==> src/rtl/rv_multicycle_control.sv <==
// Main control FSM of the multicycle RV32I core.
// Sequences fetch/decode/execute/memory/writeback and drives ALU_Control.
module rv_multicycle_control #(
    parameter int STALL_LIMIT = 0
) (
    input  logic       clk_i,
    input  logic       rst_i,
    input  logic [6:0] opcode_i,
    input  logic       mem_ready_i,
    input  logic       branch_taken_i,
    output logic       pc_write_o,
    output logic       ir_write_o,
    output logic       adr_src_o,
    output logic       mem_write_o,
    output logic       reg_write_o,
    output logic [1:0] alu_src_a_o,
    output logic [1:0] alu_src_b_o,
    output logic [1:0] result_src_o,
    output logic [1:0] ALU_CO_o,
    output logic       is_immediate_o,
    output logic       illegal_instr_o,
    output logic       bus_error_o,
    output logic [3:0] state_o
);

    typedef enum logic [3:0] {
        S_FETCH    = 4'd0,
        S_DECODE   = 4'd1,
        S_MEMADR   = 4'd2,
        S_MEMREAD  = 4'd3,
        S_MEMWB    = 4'd4,
        S_MEMWRITE = 4'd5,
        S_EXECR    = 4'd6,
        S_EXECI    = 4'd7,
        S_ALUWB    = 4'd8,
        S_BRANCH   = 4'd9,
        S_JAL      = 4'd10,
        S_JALR     = 4'd11,
        S_LUI      = 4'd12
    } state_t;

    localparam logic [6:0] OP_LOAD   = 7'b0000011;
    localparam logic [6:0] OP_STORE  = 7'b0100011;
    localparam logic [6:0] OP_R      = 7'b0110011;
    localparam logic [6:0] OP_I      = 7'b0010011;
    localparam logic [6:0] OP_BRANCH = 7'b1100011;
    localparam logic [6:0] OP_JAL    = 7'b1101111;
    localparam logic [6:0] OP_JALR   = 7'b1100111;
    localparam logic [6:0] OP_LUI    = 7'b0110111;
    localparam logic [6:0] OP_AUIPC  = 7'b0010111;

    localparam logic [15:0] LIM_M1 =
        16'(STALL_LIMIT > 0 ? STALL_LIMIT - 1 : 0);

    state_t      state_q, state_d;
    logic [15:0] cnt_q, cnt_d;
    logic        wait_st, stalled, timeout, illegal;
    logic        pc_update, branch, mem_wr_raw, reg_wr_raw, ir_wr_raw;

    assign wait_st = (state_q == S_FETCH) || (state_q == S_MEMREAD)
                  || (state_q == S_MEMWRITE);
    assign stalled = wait_st && !mem_ready_i;
    // The STALL_LIMIT-th consecutive wait cycle is the one that errors.
    assign timeout = (STALL_LIMIT != 0) && stalled && (cnt_q >= LIM_M1);

    always_comb begin
        state_d = state_q;
        illegal = 1'b0;
        unique case (state_q)
            S_FETCH:    if (mem_ready_i) state_d = S_DECODE;
            S_DECODE: begin
                unique case (opcode_i)
                    OP_LOAD, OP_STORE: state_d = S_MEMADR;
                    OP_R:              state_d = S_EXECR;
                    OP_I:              state_d = S_EXECI;
                    OP_BRANCH:         state_d = S_BRANCH;
                    OP_JAL:            state_d = S_JAL;
                    OP_JALR:           state_d = S_JALR;
                    OP_LUI:            state_d = S_LUI;
                    OP_AUIPC:          state_d = S_ALUWB;
                    default: begin
                        state_d = S_FETCH;
                        illegal = 1'b1;
                    end
                endcase
            end
            S_MEMADR:   state_d = (opcode_i == OP_STORE) ? S_MEMWRITE
                                                         : S_MEMREAD;
            S_MEMREAD:  if (mem_ready_i) state_d = S_MEMWB;
            S_MEMWB:    state_d = S_FETCH;
            S_MEMWRITE: if (mem_ready_i) state_d = S_FETCH;
            S_EXECR:    state_d = S_ALUWB;
            S_EXECI:    state_d = S_ALUWB;
            S_ALUWB:    state_d = S_FETCH;
            S_BRANCH:   state_d = S_FETCH;
            S_JAL:      state_d = S_ALUWB;
            S_JALR:     state_d = S_JAL;
            S_LUI:      state_d = S_ALUWB;
            default:    state_d = S_FETCH;
        endcase
        if (timeout) state_d = S_FETCH;
    end

    always_comb begin
        cnt_d = cnt_q;
        if (timeout || state_d != state_q) cnt_d = '0;
        else if (stalled && cnt_q != '1) cnt_d = cnt_q + 16'd1;
    end

    always_ff @(posedge clk_i or posedge rst_i) begin
        if (rst_i) begin
            state_q <= S_FETCH;
            cnt_q   <= '0;
        end else begin
            state_q <= state_d;
            cnt_q   <= cnt_d;
        end
    end

    always_comb begin
        pc_update      = 1'b0;
        branch         = 1'b0;
        ir_wr_raw      = 1'b0;
        mem_wr_raw     = 1'b0;
        reg_wr_raw     = 1'b0;
        adr_src_o      = 1'b0;
        alu_src_a_o    = 2'b00;
        alu_src_b_o    = 2'b00;
        result_src_o   = 2'b00;
        ALU_CO_o       = 2'b00;
        is_immediate_o = 1'b0;
        unique case (state_q)
            S_FETCH: begin
                alu_src_b_o  = 2'b10;
                result_src_o = 2'b10;
                ir_wr_raw    = mem_ready_i;
                pc_update    = mem_ready_i;
            end
            S_DECODE: begin
                alu_src_a_o = 2'b01;
                alu_src_b_o = 2'b01;
            end
            S_MEMADR: begin
                alu_src_a_o = 2'b10;
                alu_src_b_o = 2'b01;
            end
            S_MEMREAD:  adr_src_o = 1'b1;
            S_MEMWB: begin
                result_src_o = 2'b01;
                reg_wr_raw   = 1'b1;
            end
            S_MEMWRITE: begin
                adr_src_o  = 1'b1;
                mem_wr_raw = 1'b1;
            end
            S_EXECR: begin
                alu_src_a_o = 2'b10;
                ALU_CO_o    = 2'b10;
            end
            S_EXECI: begin
                alu_src_a_o    = 2'b10;
                alu_src_b_o    = 2'b01;
                ALU_CO_o       = 2'b10;
                is_immediate_o = 1'b1;
            end
            S_ALUWB:    reg_wr_raw = 1'b1;
            S_BRANCH: begin
                alu_src_a_o = 2'b10;
                ALU_CO_o    = 2'b01;
                branch      = 1'b1;
            end
            S_JAL: begin
                alu_src_a_o = 2'b01;
                alu_src_b_o = 2'b10;
                pc_update   = 1'b1;
            end
            S_JALR: begin
                alu_src_a_o = 2'b10;
                alu_src_b_o = 2'b01;
            end
            S_LUI: begin
                alu_src_a_o = 2'b11;
                alu_src_b_o = 2'b01;
            end
            default: ;
        endcase
    end

    // Write enables and pulses are suppressed during reset and on timeout.
    assign pc_write_o      = !rst_i && !timeout
                          && (pc_update || (branch && branch_taken_i));
    assign ir_write_o      = !rst_i && !timeout && ir_wr_raw;
    assign mem_write_o     = !rst_i && !timeout && mem_wr_raw;
    assign reg_write_o     = !rst_i && !timeout && reg_wr_raw;
    assign illegal_instr_o = !rst_i && illegal;
    assign bus_error_o     = !rst_i && timeout;
    assign state_o         = state_q;

endmodule

==> config.mk <==
export PLATFORM = sky130hd
export DESIGN_NAME = rv_multicycle_control
export DESIGN_NICKNAME = d
export VERILOG_FILES = /design/src/rtl/rv_multicycle_control.sv
export SDC_FILE = /design/constraint.sdc
export NUM_CORES = 1
export LEC_CHECK = 0
export ABC_AREA = 1
export BUFFER_PORTS_ARGS = -buffer_cell sky130_fd_sc_hd__buf_2
export CAP_MARGIN = 40
export CORE_MARGIN = 5
export CORE_UTILIZATION = 40
export CTS_BUF_LIST = sky130_fd_sc_hd__clkbuf_2 sky130_fd_sc_hd__clkbuf_4 sky130_fd_sc_hd__clkbuf_8
export DETAILED_ROUTE_END_ITERATION = 7
export GPL_ROUTABILITY_DRIVEN = 1
export PLACE_DENSITY = 0.85
export SETUP_SLACK_MARGIN = 0.5
export SYNTH_ARGS = -nofsm -noshare
export SYNTH_HDL_FRONTEND = slang
export SYNTH_SLANG_ARGS = --single-unit
==> constraint.sdc <==
create_clock -name clk_i -period 2.1 [get_ports clk_i]
set_input_delay 0.315 -clock clk_i [delete_from_list [all_inputs] [get_ports clk_i]]
set_output_delay 0.315 -clock clk_i [all_outputs]
set_load 0.01 [all_outputs]
### Word-level counts from Yosys, hierarchy flattened

Cells that the tools add are included.

* register bits after elaboration: 4
* input bits: 11
* output and inout port bits: 20
* word-level logic and storage cells: 64

* equal/unequal tests: 24
* mux-type cells: 19
* reduce and logical (&&, ||, !) cells: 20

Operators by type and width (count)
* $pmux W4 S8: 1
* $pmux W4 S7: 1
* $eq A7 B6 Y1 const B: 3
* $eq A7 B7 Y1 const B: 3
* $eq A4 B4 Y1 const B: 5
* $eq A4 B3 Y1 const B: 4
* $eq A7 B5 Y1 const B: 2
* $mux W4: 3
* $pmux W2 S2: 3
* $reduce_or A2 Y1: 6
* $reduce_or A5 Y1: 2
* $reduce_or A9 Y1: 1
* $eq A4 B2 Y1 const B: 2
* $mux W1: 8
* $eq A7 B2 Y1 const B: 1
* $logic_and A1 B1 Y1: 6
* $ne A2 B2 Y1 const B: 3
* $pmux W2 S3: 1
* $eq A4 B1 Y1 const B: 1
* $logic_not A4 Y1: 1
* $reduce_or A4 Y1: 1
* $mux W3: 1
* $reduce_and A3 Y1: 1
* $pmux W1 S2: 1
* other kinds (2): 2

### Depth between registers and ports, before layout

Gate-level depths: netlist of the first run.

* word-level depth: 5
* depth in mapped cells: 7
* depth with buffers taken out: 7

### Worst setup path before layout of the first run

OpenSTA, ideal clock, no wires.

* path kind: reg2out
* start point: register state_q[1] (netlist: state_o[1])
* end point: output pc_write_o
* arrival time: 1.171 ns
* required time: 1.785 ns
* setup slack: 0.614 ns
* cell stages (with the launch flop): 6
* path buffers: 0
* path through: dfrtp_1 > inv_1 > nand2_2 > nor2_2 > nand2_1 > a31oi_1

* cells in the longest elaborated chain, start to end: 5
* elaborated cells on any way between the ends: 8

Ends and longest elaborated chain
* from (decl): line 55 `state_t state_q, state_d;`
* from (signal assigned): line 115 `state_q <= state_d;`
* $eq A4 B4 Y1: line 132 `unique case (state_q)`
* $mux W1: line 132
* $logic_and A1 B1 Y1: line 191 `&& (pc_update || (branch && branch_taken_i));`
* $logic_or A1 B1 Y1 *: line 191
* $logic_and A1 B1 Y1 *: line 191
* to (decl): line 11 `output logic pc_write_o,`

Mark *: on every way between the ends. The rest lies on a longest branch, timed or not.

### Worst setup path in the final report of the first run

* start point: register state_q[0] (netlist: state_o[0])
* end point: output alu_src_a_o[1]

* cells in the longest elaborated chain, start to end: 3
* elaborated cells on any way between the ends: 11

Ends and longest elaborated chain
* $eq A4 B4 Y1, or another cell as far along: line 132
* $reduce_or A5 Y1 (no source line) or $reduce_or A2 Y1 (tied branches)
* $pmux W2 S3 *: line 132
* to (decl): line 16 `output logic [1:0] alu_src_a_o,`

Marks and branches as above.

==> results by stage, run 1 <==
Power:
- Summed over all cells, the static leakage comes to between 0.0005 and 0.0006 uW.
- The maximum vdd ir drop is slightly below 0.5 mV.
- The power density over the cells is between 1000 and 1500 nW/um2.

STA:
- For the final routed database, the setup TNS stands at 0 ns.
- The final setup violation count is 0.
- Setup repair after global routing could not meet its margin everywhere.
- Derived from the worst setup path, the maximum achievable clock frequency is about 0.58 GHz.
- The worst hold slack across all endpoints is 0.0158 ns.
- Of the available clock period, the critical path in the final layout requires between 80% and 90%.
- After layout, the minimum clock period comes to 1.73 ns.
- The number of max-slew violations in the final report is 0.
- The clock skew after layout is 0.00159 ns.
- The total count of hold-check failures in the final report was 0.

Worst setup path:
- STA classifies the critical path startpoint as a register.
- The number of cells on the worst reg-to-reg path is 9.
- The startpoint of the most critical register-to-register path is state_o[0]$_DFFE_PP0P_.
- In this run the critical register-to-register path is captured at state_o[2]$_DFFE_PP0P_.
- On the worst path, the slowest cell contributes a delay of about 0.45 ns.
- The largest individual stage delay along the critical path comes from the cell dfrtp_2.
- Of all nets on the critical path, the largest fanout is 6.
- Counting buffers and inverters, the worst setup path is 7 cells deep.
- The critical path's top delay family is flip-flops.
- STA puts the critical path data required time at around 1.8 ns.
- The data arrival time at the worst-slack endpoint is 1.41 ns.
- The worst setup path is captured at a primary output.
- The critical path start-end classification is register to primary output.
- Walking the worst path, the cells encountered are buf_4 -> nand2_2 -> nor2_4 -> buf_4 -> nor2_1 -> nand2_1 -> buf_2.
- The most numerous cell on the critical path is buf_4.
- Across all register-to-register paths, the minimum setup slack is 0.70 ns.
- The number of buffers and inverters on the critical path is 3.

Layout:
- After the last flow step, the layout net total stands at 160.
- The repair_antennas step left the layout with diodes totalling 0.
- The register with the most flip-flops in the layout has 4 of them.
- Of the cells placed in the final design, the portion with a size suffix greater than 1 is a little under half.
- From synthesis to final layout, the design area changed by 68.3%.

Clock network:
- The later pin in the worst-skew pair is clocked with a latency of about 0.24 ns.
- The number of CTS-inserted buffers is 3.
- The number of sinks on the clock net is 4.
- The count of hold-fix buffers inserted at cts is 0.
- The CTS tree is built.
- Clock-pin slew was measured on the worst setup and hold paths at 0.04 ns.
- The level count of the clock H-tree is 1.
- The root buffer cell is clkbuf_4.
- The worst-case clock buffer depth is 2.

Yosys:
- Sequential cells were found to cover a little under a fifth of the synthesized design area.
- The number of nets in the synthesized netlist is approximately 110.
- The warning count from the yosys run is 0.
- The average cell area after synthesis is between 5 and 6 um2.
- The gate count after technology mapping is between 100 and 150.
- The number of synthesized register bits is 4.
- The netlist uses 17 different library cells.
- The synthesized netlist occupies a cell area of roughly 520 um2.

Global routing:
- The via count of the first global-routing pass is just over 700.
- The number of antenna violations at the first check in global routing is 0.
- After global routing the overflow that remains totals 0.
- Across every metal layer, demand over resource in global routing totals a little under a fifth.
- The first global-routing pass estimated between 2000 and 3000 um of wire.
- The maximum number of pins on one net before global-route repair is 7.

Floorplan:
- The region available for standard cell placement spans 1270 um2.
- The floorplan has 13 rows.
- The die covers around 2100 um2.
- The die is between 40 and 50 um wide.
- The starting density of the core is approximately 41%.
- The die is 46.2 um tall.
- The number of ports placed on the die boundary is 31.

Routing:
- The via count normalized by instance count is roughly 4.8.
- For this run, design rule violations remaining after detail routing come to 0.
- In the final routed layout, each cell accounts on average for 12.0 um.
- The iteration count of the initial detailed-routing pass is 4.
- For this block, the initial DRC count from the detailed router was 12.
- The number of nets still failing antenna checks after routing is 0.
- The total vias in the final route is 783.
- The post-detailed-routing wire length is 1940 um.

Place:
- Detailed placement ended at an HPWL of roughly 1300 um.
- The final weighted congestion of routability-driven global placement is about 0.86.
- In this run the tool buffered the top-level ports with 29 buffer cells.

Outcome:
- The run finished with clean final reports.

Run:
- The max-capacitance violation count is 0.

Min path:
- The class of the worst hold path is input pin to async pin.
-- routing by layer --
layer / track usage, % / vias up / share of wire, %
met3: 2.73 / 3 / 8.2
met5: 0 / - / 0
met2: 36.3 / 32 / 53
met1: 19.5 / 343 / 38
met4: 9.09 / 0 / 1.2
li1: - / 405 / -
-- logic make-up (layout without fill, tap and decap cells) --
group           after synthesis  after routing  share of synthesized area [%]
compound gates                3              3                           3.58
buf+inv                      17             62                           12.9
flops                         4              4                           19.1
other cells                   1              1                          0.715
simple gates                 77             77                           63.7
-- through the flow --
stage | cell area [um2] | total power, uW | util [%] | setup slack (ns) | instances
final | 882 | 965 | 69.5 | 0.372 | 162
after global routing | 882 | 1040 | 69.5 | 0.301 | 162
after CTS | 812 | 830 | 64.0 | 0.432 | 156
after detailed placement | 681 | 630 | 53.6 | 0.568 | 145
after global placement | 681 | 622 | 53.6 | 0.613 | 145
after floorplan | 524 | 456 | - | 0.614 | 102
-- cells in the final DEF (no fill, tap or decap) --
master	netlist	routed
nand2_4	0	1
nor2_4	1	6
a31oi_1	1	1
clkbuf_4	0	3
nand3_2	0	1
a211oi_1	1	1
buf_4	1	14
nand3b_1	1	1
conb_1	1	1
nor3b_4	0	1
nand2_2	1	3
nand4_1	3	3
nor3_4	0	1
buf_2	0	29
nand3_1	9	8
dfrtp_2	0	3
nor2_1	23	19
a21oi_1	1	1
nand2_1	36	33
dfrtp_1	4	1
inv_2	0	6
inv_1	16	10
-- worst max path at each step --
| stage | start | endpoint | slack, ns |
|---|---|---|---|
| 4_1_cts | state_o[3]$_DFFE_PP0P_ | illegal_instr_o | 0.43 |
| 2_1_floorplan | state_o[1]$_DFFE_PP0P_ | pc_write_o | 0.61 |
| 3_3_place_gp | state_o[3]$_DFFE_PP0P_ | pc_write_o | 0.61 |
| 5_1_grt | state_o[1]$_DFFE_PP0P_ | alu_src_a_o[0] | 0.30 |
| 6_report | state_o[0]$_DFFE_PP0P_ | alu_src_a_o[1] | 0.37 |
| 3_5_place_dp | opcode_i[2] | illegal_instr_o | 0.57 |
-- Yosys cell counts (all sizes together) --
library cell  number  area share (%)
nand4              3             3.6
conb               1            0.72
dfrtp              4              19
nor3b              1             1.4
nor3               1             1.9
nand3b             1             1.4
a21oi              1            0.95
a31oi              1             1.2
nor2              25              20
nand2             37              27
nand3              9             8.6
buf                1             1.4
a211oi             1             1.4
inv               16              11
-- repair_timing --
action,4_1_cts,5_1_grt
pin swaps,5,3
endpoints found under the setup margin,8,11
gates resized for setup,19,7
setup buffers,8,6
-- worst reg2reg max path, stage by stage, from the launching register on --
cell and delay (ns):
dfrtp_2 0.45, buf_4 0.16, nand2_2 0.12, nor2_4 0.07, buf_4 0.13, buf_4 0.13, nand3_1 0.07, nand3_1 0.06
nand2_1 0.06, nand2_1 0.04
-- cell type report --
cell class,instances,area (um2)
inverters,16,60.1
well taps,15,18.8
flip-flops and latches,4,104
repair buffers,43,250
fillers,110,387
multi-input cells,81,427
clock buffers,3,22.5
-- report_power, final --
part	total [uW]	leakage (uW)	internal (uW)	switching, uW
registers	150	0.0000492	104	46.3
clock network	96.1	0.0000138	64.0	32.2
logic	719	0.000486	323	396
(Power assumes the default switching activity.)
==> inputs of run 2 (changes only) <==
==> constraint.sdc (replaced) <==
create_clock -name clk_i -period 1.6 [get_ports clk_i]
set_input_delay 0.24 -clock clk_i [delete_from_list [all_inputs] [get_ports clk_i]]
set_output_delay 0.24 -clock clk_i [all_outputs]
set_load 0.01 [all_outputs]
==> results by stage, run 2 (synthesis gave the netlist of run 1 again) <==
Outcome:
- Result of the run: finished with violations (was complete, no violations).
- The final reports fail on setup timing.

STA:
- In the finished design, the share of the clock period the worst path needs comes to 106%.
- The number of max-slew violations in the final report was 0 (unchanged).
- Unrepaired setup endpoints after global routing: yes (unchanged).
- After layout, the minimum clock period comes to around 1.7 ns.
- The clock skew after layout came to 0.00399 ns (was 0.00159 ns).
- The slack of the critical path is -0.0940 ns (was 0.372 ns).
- The final setup violation count is 7 (was 0).
- The total count of hold-check failures in the final report came to 0 (unchanged).
- The achievable frequency is 0.590 GHz.

Floorplan:
- The horizontal die dimension was 46.2 um (unchanged).
- The overall die area is 2130 um2 (unchanged).
- The number of core rows is 13 (unchanged).
- The number of ports placed on the die boundary is 31 (unchanged).
- The area of the core is 1270 um2 (unchanged).
- The starting density of the core is 41.3% (unchanged).
- The die boundary height is 46.2 um (unchanged).

Clock network:
- The number of sinks on the clock net is 4 (unchanged).
- The level count of the clock H-tree is 1 (unchanged).
- The number of CTS-inserted buffers is 3 (unchanged).
- The worst-case clock buffer depth is 2 (unchanged).
- The CTS tree is built (unchanged).
- The insertion delay to the later sink of the worst-skew pair is 0.24 ns (about the same).
- The clock-pin slew of the registers on the worst-case setup and hold paths was 0.04 ns (about the same).
- The root buffer cell is clkbuf_4 (unchanged).

Routing:
- The number of nets still failing antenna checks after routing is 0 (unchanged).
- The via count normalized by instance count is 5.18 (was 4.83).
- The remaining routing DRC violations is 0 (unchanged).
- The per-cell routed wire length is 12.7 um (was 12.0 um).
- The post-detailed-routing wire length came to 2030 um (was 1940 um).
- The total vias in the final route is 824 (was 783).
- The iteration count of the initial detailed-routing pass was 4 (unchanged).
- The DRC violation total after the first TritonRoute iteration is 21 (was 12).

Global routing:
- The global-route wire length before repair is 2770 um (was 2880 um).
- The overall fraction of global-route tracks in use is 17.7% (was 19.0%).
- The maximum number of pins on one net before global-route repair is 7 (unchanged).
- The leftover overflow at the end of global routing was 0 (unchanged).
- The via count of the first global-routing pass is 724 (was 718).
- The number of antenna violations at the first check in global routing is 0 (unchanged).

Min path:
- The number of cells on the worst hold path is 5.
- The class of the worst hold path is input pin to register (was input pin to async pin).
- The worst hold path terminates at state_o[1]$_DFFE_PP0P_.
- The worst min-delay path startpoint is opcode_i[6].

Place:
- The post-detailed-placement cell area is 757 um2 (was 681 um2).
- The sum of net half-perimeters after detailed placement is 1340 um (was 1350 um).
- The final weighted congestion of routability-driven global placement is 0.880 (was 0.857).
- The number of buffers added on ports came to 29 (unchanged).

Layout:
- The fraction of final layout cells with drive strength greater than 1 is 54.9% (was 46.3%).
- The count of fill cells added during filler insertion is 86 (was 110).
- The design area is 951 um2 (was 882 um2).
- The utilization of the core after routing is 75.0% (was 69.5%).
- The antenna cell count was 0 (unchanged).
- The total number of nets in the final design is 157 (was 160).
- The signed area change from the synthesized netlist to the final layout is 81.4% (was 68.3%).
- Most frequent cells in the layout: 29 x nand2_1, 27 x buf_2, 12 x nor2_1 (was 33 x nand2_1, 29 x buf_2, 19 x nor2_1).
- The leading cell type in the layout, fill and taps excluded is nand2_1 (unchanged).
- The number of flip-flops in the largest register is 4 (unchanged).

Power:
- The reported leakage power is 0.000555 uW (was 0.000549 uW).
- The power density over the cells came to 1490 nW/um2 (was 1090 nW/um2).
- The maximum vdd ir drop is 0.765 mV (was 0.481 mV).

Worst setup path:
- The critical path's top delay family is simple AND/OR/NAND/NOR gates (was flip-flops).
- The category of the worst setup path launch point is a register (unchanged).
- The data arrival time at the worst-slack endpoint came to 1.45 ns (was 1.41 ns).
- The startpoint of the most critical register-to-register path is state_o[1]$_DFFE_PP0P_ (was state_o[0]$_DFFE_PP0P_).
- The number of cells traversed by the worst register-to-register path was 8 (was 9).
- The slack of the worst reg-to-reg path is 0.18 ns (was 0.70 ns).
- Worst-path cell chain: nor2_4 -> inv_2 -> nor3_4 -> nor3b_4 -> nand2_1 -> buf_2 (was buf_4 -> nand2_2 -> nor2_4 -> buf_4 -> nor2_1 -> nand2_1 -> buf_2).
- The longest individual stage delay on the worst path was 0.47 ns (was 0.45 ns).
- The endpoint class of the critical path is a primary output (unchanged).
- The critical path start-end classification was register to primary output (unchanged).
- The highest-delay cell along the critical path is dfrtp_2 (unchanged).
- The combined buffer and inverter count along the critical path is 2 (was 3).
- The worst flop-to-flop path endpoint is state_o[0]$_DFFE_PP0P_ (was state_o[2]$_DFFE_PP0P_).
- The required time at the worst-slack endpoint was 1.36 ns (was 1.78 ns).
- The largest driver fanout on the critical path came to 5 (was 6).

Run:
- The max-capacitance violation count is 0 (unchanged).
-- run 2: cell type report --
class | instances | area [um2] | share of cell area [%]
Sequential cell | 4 | 105 | 11.1
Tap cell | 15 | 18.8 | 1.97
Multi-Input combinational cell | 81 | 485 | 51.1
Timing Repair Buffer | 40 | 254 | 26.7
Clock buffer | 3 | 22.5 | 2.37
Inverter | 16 | 65.1 | 6.84
-- run 2: per-stage QoR --
stage                     hold WS (ns)  power (uW)  setup slack [ns]  cells  TNS [ns]
after detailed placement         0.200         923             0.196    145         0
after floorplan                 0.0145         699             0.316    102         0
after global placement           0.204         917             0.207    145         0
after global routing             0.384        1510            -0.194    159    -0.907
final                            0.359        1410           -0.0940    159    -0.359
after CTS                        0.352        1150          -0.00348    154  -0.00750
-- run 2: metal layers --
layer / GRT usage, % / wire length [um] / vias to the layer above
met1: 17.7 / 730 / 373
met4: 8.52 / 65 / 0
li1: - / - / 399
met5: 0 / 0 / -
met3: 3.52 / 140 / 11
met2: 33.8 / 1090 / 41
-- run 2: worst register-to-register path, delay by kind of cell, from the launching register on --
family                 cells  cell delay (ns)
buffers and inverters      2             0.32
and+or+nand+nor            6             0.52
DFF                        1             0.47
-- run 2: repair_timing --
item,4_1_cts,5_1_grt
hold endpoints to repair,4,0
setup endpoints to repair,19,22
resized for setup,8,15
hold buffers,1,0
pin swaps,5,4
setup buffers,5,5
-- run 2: worst max path at each step --
stage                      startpoint               to  slack, ns  cells after the start
2_1_floorplan  state_o[2]$_DFFE_PP0P_       pc_write_o       0.32                      5
3_3_place_gp   state_o[3]$_DFFE_PP0P_  illegal_instr_o       0.21                      6
3_5_place_dp   state_o[3]$_DFFE_PP0P_  illegal_instr_o       0.20                      6
4_1_cts        state_o[1]$_DFFE_PP0P_       pc_write_o     -0.003                      6
5_1_grt        state_o[1]$_DFFE_PP0P_   alu_src_b_o[0]      -0.19                      6
6_report       state_o[1]$_DFFE_PP0P_   alu_src_b_o[0]      -0.09                      6
-- run 2: where the power goes --
part / switching (uW) / internal [uW] / leakage [uW]
Combinational: 584 / 483 / 0.000494
Sequential: 86.4 / 137 / 0.0000476
Clock: 40.4 / 83.8 / 0.0000138
Total: 710 / 704 / 0.000555
==> inputs of run 3 (changes only) <==
--- a/config.mk
+++ b/config.mk
@@ -8,12 +8,12 @@
 export ABC_AREA = 1
 export BUFFER_PORTS_ARGS = -buffer_cell sky130_fd_sc_hd__buf_2
 export CAP_MARGIN = 40
-export CORE_MARGIN = 5
-export CORE_UTILIZATION = 40
+export CORE_AREA = 5 5 42 44
 export CTS_BUF_LIST = sky130_fd_sc_hd__clkbuf_2 sky130_fd_sc_hd__clkbuf_4 sky130_fd_sc_hd__clkbuf_8
 export DETAILED_ROUTE_END_ITERATION = 7
+export DIE_AREA = 0 0 47 49
 export GPL_ROUTABILITY_DRIVEN = 1
-export PLACE_DENSITY = 0.85
+export PLACE_DENSITY = 0.84
 export SETUP_SLACK_MARGIN = 0.5
 export SYNTH_ARGS = -nofsm -noshare
 export SYNTH_HDL_FRONTEND = slang
==> results by stage, run 3 (synthesis gave the netlist of run 1 again) <==
Floorplan:
- The number of ports placed on the die boundary is 31 (unchanged).
- The die boundary height came to 49 um (was 46.2 um).
- The horizontal die dimension was 47 um (was 46.2 um).
- The number of core rows came to 14 (was 13).
- The overall die area was 2300 um2 (was 2130 um2).
- The starting density of the core was 37.4% (was 41.3%).
- The area of the core is 1400 um2 (was 1270 um2).

STA:
- The share of the cycle needed by the critical path after routing came to 107% (was 106%).
- The slack of the critical path is -0.104 ns (was -0.0940 ns).
- The total negative slack for setup checks came to -0.489 ns (was -0.359 ns).
- The clock skew after layout is 0.00393 ns (was 0.00399 ns).
- The final setup violation count is 7 (unchanged).
- The worst hold slack across all endpoints is 0.364 ns (was 0.359 ns).
- The number of max-slew violations in the final report is 0 (unchanged).
- The final period demand of the worst path is 1.70 ns (was 1.69 ns).
- Unrepaired setup endpoints after global routing: yes (unchanged).
- The achievable frequency is 0.587 GHz (was 0.590 GHz).
- The total count of hold-check failures in the final report is 0 (unchanged).

Outcome:
- Violations in the final reports: setup timing (unchanged).
- Result of the run: finished with violations (unchanged).

Power:
- The part of the total power dissipated in the clock network was 7.7% (was 8.8%).
- The power consumption is 1670 uW (was 1410 uW).
- The cell-internal power was 872 uW (was 704 uW).
- The switching power is 795 uW (was 710 uW).
- The fraction of power spent switching nets was 47.7% (was 50.2%).
- The logic gate share of total power is 79.3% (was 75.4%).
- The maximum vdd ir drop is 0.778 mV (was 0.765 mV).
- The reported leakage power was 0.000609 uW (was 0.000555 uW).
- The sequential power share is 12.9% (was 15.8%).
- The power density over the cells was 1560 nW/um2 (was 1490 nW/um2).

Routing:
- The total vias in the final route is 852 (was 824).
- The post-detailed-routing wire length came to 2390 um (was 2030 um).
- The per-cell routed wire length is 14.3 um (was 12.7 um).
- The DRC violation total after the first TritonRoute iteration came to 15 (was 21).
- The remaining routing DRC violations is 0 (unchanged).
- The via count normalized by instance count came to 5.10 (was 5.18).
- The iteration count of the initial detailed-routing pass came to 4 (unchanged).
- The number of nets still failing antenna checks after routing came to 0 (unchanged).

Min path:
- The class of the worst hold path was input pin to register (unchanged).
- The number of cells on the worst hold path is 5 (unchanged).
- The end point of the most critical hold path is state_o[1]$_DFFE_PP0P_ (unchanged).
- The worst min-delay path startpoint is opcode_i[6] (unchanged).

Clock network:
- The CTS tree was built (unchanged).
- The number of sinks on the clock net was 4 (unchanged).
- The level count of the clock H-tree is 1 (unchanged).
- The insertion delay to the later sink of the worst-skew pair is 0.24 ns (about the same).
- The clock-pin slew of the registers on the worst-case setup and hold paths is 0.04 ns (about the same).
- The worst-case clock buffer depth is 2 (unchanged).
- The number of CTS-inserted buffers came to 3 (unchanged).
- The root buffer cell is clkbuf_4 (unchanged).

Worst setup path:
- The critical path start-end classification is register to primary output (unchanged).
- The slack of the worst reg-to-reg path was 0.22 ns (was 0.18 ns).
- The number of cells traversed by the worst register-to-register path was 9 (was 8).
- The first element of the critical path is state_o[1]$_DFFE_PP0P_ (unchanged).
- The data arrival time at the worst-slack endpoint is 1.46 ns (was 1.45 ns).
- The largest driver fanout on the critical path is 5 (unchanged).
- The worst flop-to-flop path endpoint is state_o[2]$_DFFE_PP0P_ (was state_o[0]$_DFFE_PP0P_).
- The category of the worst setup path launch point is a register (unchanged).
- The endpoint class of the critical path is a primary output (unchanged).
- The startpoint of the most critical register-to-register path is state_o[0]$_DFFE_PP0P_ (was state_o[1]$_DFFE_PP0P_).
- The required time at the worst-slack endpoint came to 1.36 ns (about the same).

Layout:
- The antenna cell count is 0 (unchanged).
- The leading cell type in the layout, fill and taps excluded was nand2_1 (unchanged).
- The number of flip-flops in the largest register is 4 (unchanged).
- The signed area change from the synthesized netlist to the final layout is 104% (was 81.4%).
- The fraction of final layout cells with drive strength greater than 1 is 58.3% (was 54.9%).
- Most frequent cells in the layout: 29 x nand2_1, 23 x buf_2, 14 x buf_6 (was 29 x nand2_1, 27 x buf_2, 12 x nor2_1).
- The utilization of the core after routing was 76.4% (was 75.0%).
- The total number of nets in the final design is 164 (was 157).

Run:
- The max-capacitance violation count is 0 (unchanged).

Global routing:
- The global-route wire length before repair came to 3510 um (was 2770 um).
- The leftover overflow at the end of global routing came to 0 (unchanged).
- The number of antenna violations at the first check in global routing is 0 (unchanged).
- The overall fraction of global-route tracks in use is 20.7% (was 17.7%).
- The maximum number of pins on one net before global-route repair is 6 (was 7).
- The via count of the first global-routing pass is 818 (was 724).

Place:
- The final weighted congestion of routability-driven global placement is 0.841 (was 0.880).
- The number of buffers added on ports is 29 (unchanged).
- The sum of net half-perimeters after detailed placement is 1490 um (was 1340 um).
## run 3: cell type report
type / instances / area, um2
multi-input cells: 81 / 503
repair buffers: 47 / 350
fillers: 100 / 330
flip-flops and latches: 4 / 105
inverters: 16 / 70.1
clock buffers: 3 / 22.5
well taps: 16 / 20.0
## run 3: worst max-delay path, stage by stage, from the launching register on
cell and delay [ns]:
dfrtp_2 0.47, nor2_4 0.18, inv_4 0.06, nor3_4 0.22, nor2_1 0.08, nand2_1 0.07
buf_2 0.13
## run 3: per-stage QoR
step / area (um2) / worst slack [ns] / instances
5_1_grt: 1070 / -0.183 / 167
6_report: 1070 / -0.104 / 167
2_1_floorplan: 601 / 0.316 / 102
3_3_place_gp: 758 / 0.195 / 146
3_5_place_dp: 758 / 0.174 / 146
4_1_cts: 920 / -0.0342 / 158
## run 3: timing repair
action,in CTS,in global routing
gates resized for setup,19,19
hold buffers,1,0
endpoints found under the setup margin,20,22
pin swaps,10,5
setup buffers,8,9
endpoints found under the hold margin,4,0
## run 3: worst max-delay path by stage
stage          cells past startpoint        endpoint
2_1_floorplan                      5      pc_write_o
3_3_place_gp                       6  alu_src_b_o[0]
3_5_place_dp                       6  alu_src_b_o[0]
4_1_cts                            6      pc_write_o
5_1_grt                            6  alu_src_a_o[0]
6_report                           6  alu_src_a_o[0]
## run 3: power by group through the flow
stage / Combinational, uW / Clock [uW] / Sequential, uW
2_1_floorplan: 489 / 0 / 210
3_3_place_gp: 712 / 0 / 200
3_5_place_dp: 728 / 0 / 205
4_1_cts: 1030 / 131 / 213
5_1_grt: 1430 / 149 / 218
6_report: 1320 / 128 / 216
## run 3: per-layer routing
| layer | track usage [%] | wire, um |
|---|---|---|
| met3 | 4.06 | 160 |
| met5 | 0 | 0 |
| met1 | 21.7 | 826 |
| met4 | 14.3 | 109 |
| met2 | 34.6 | 1290 |
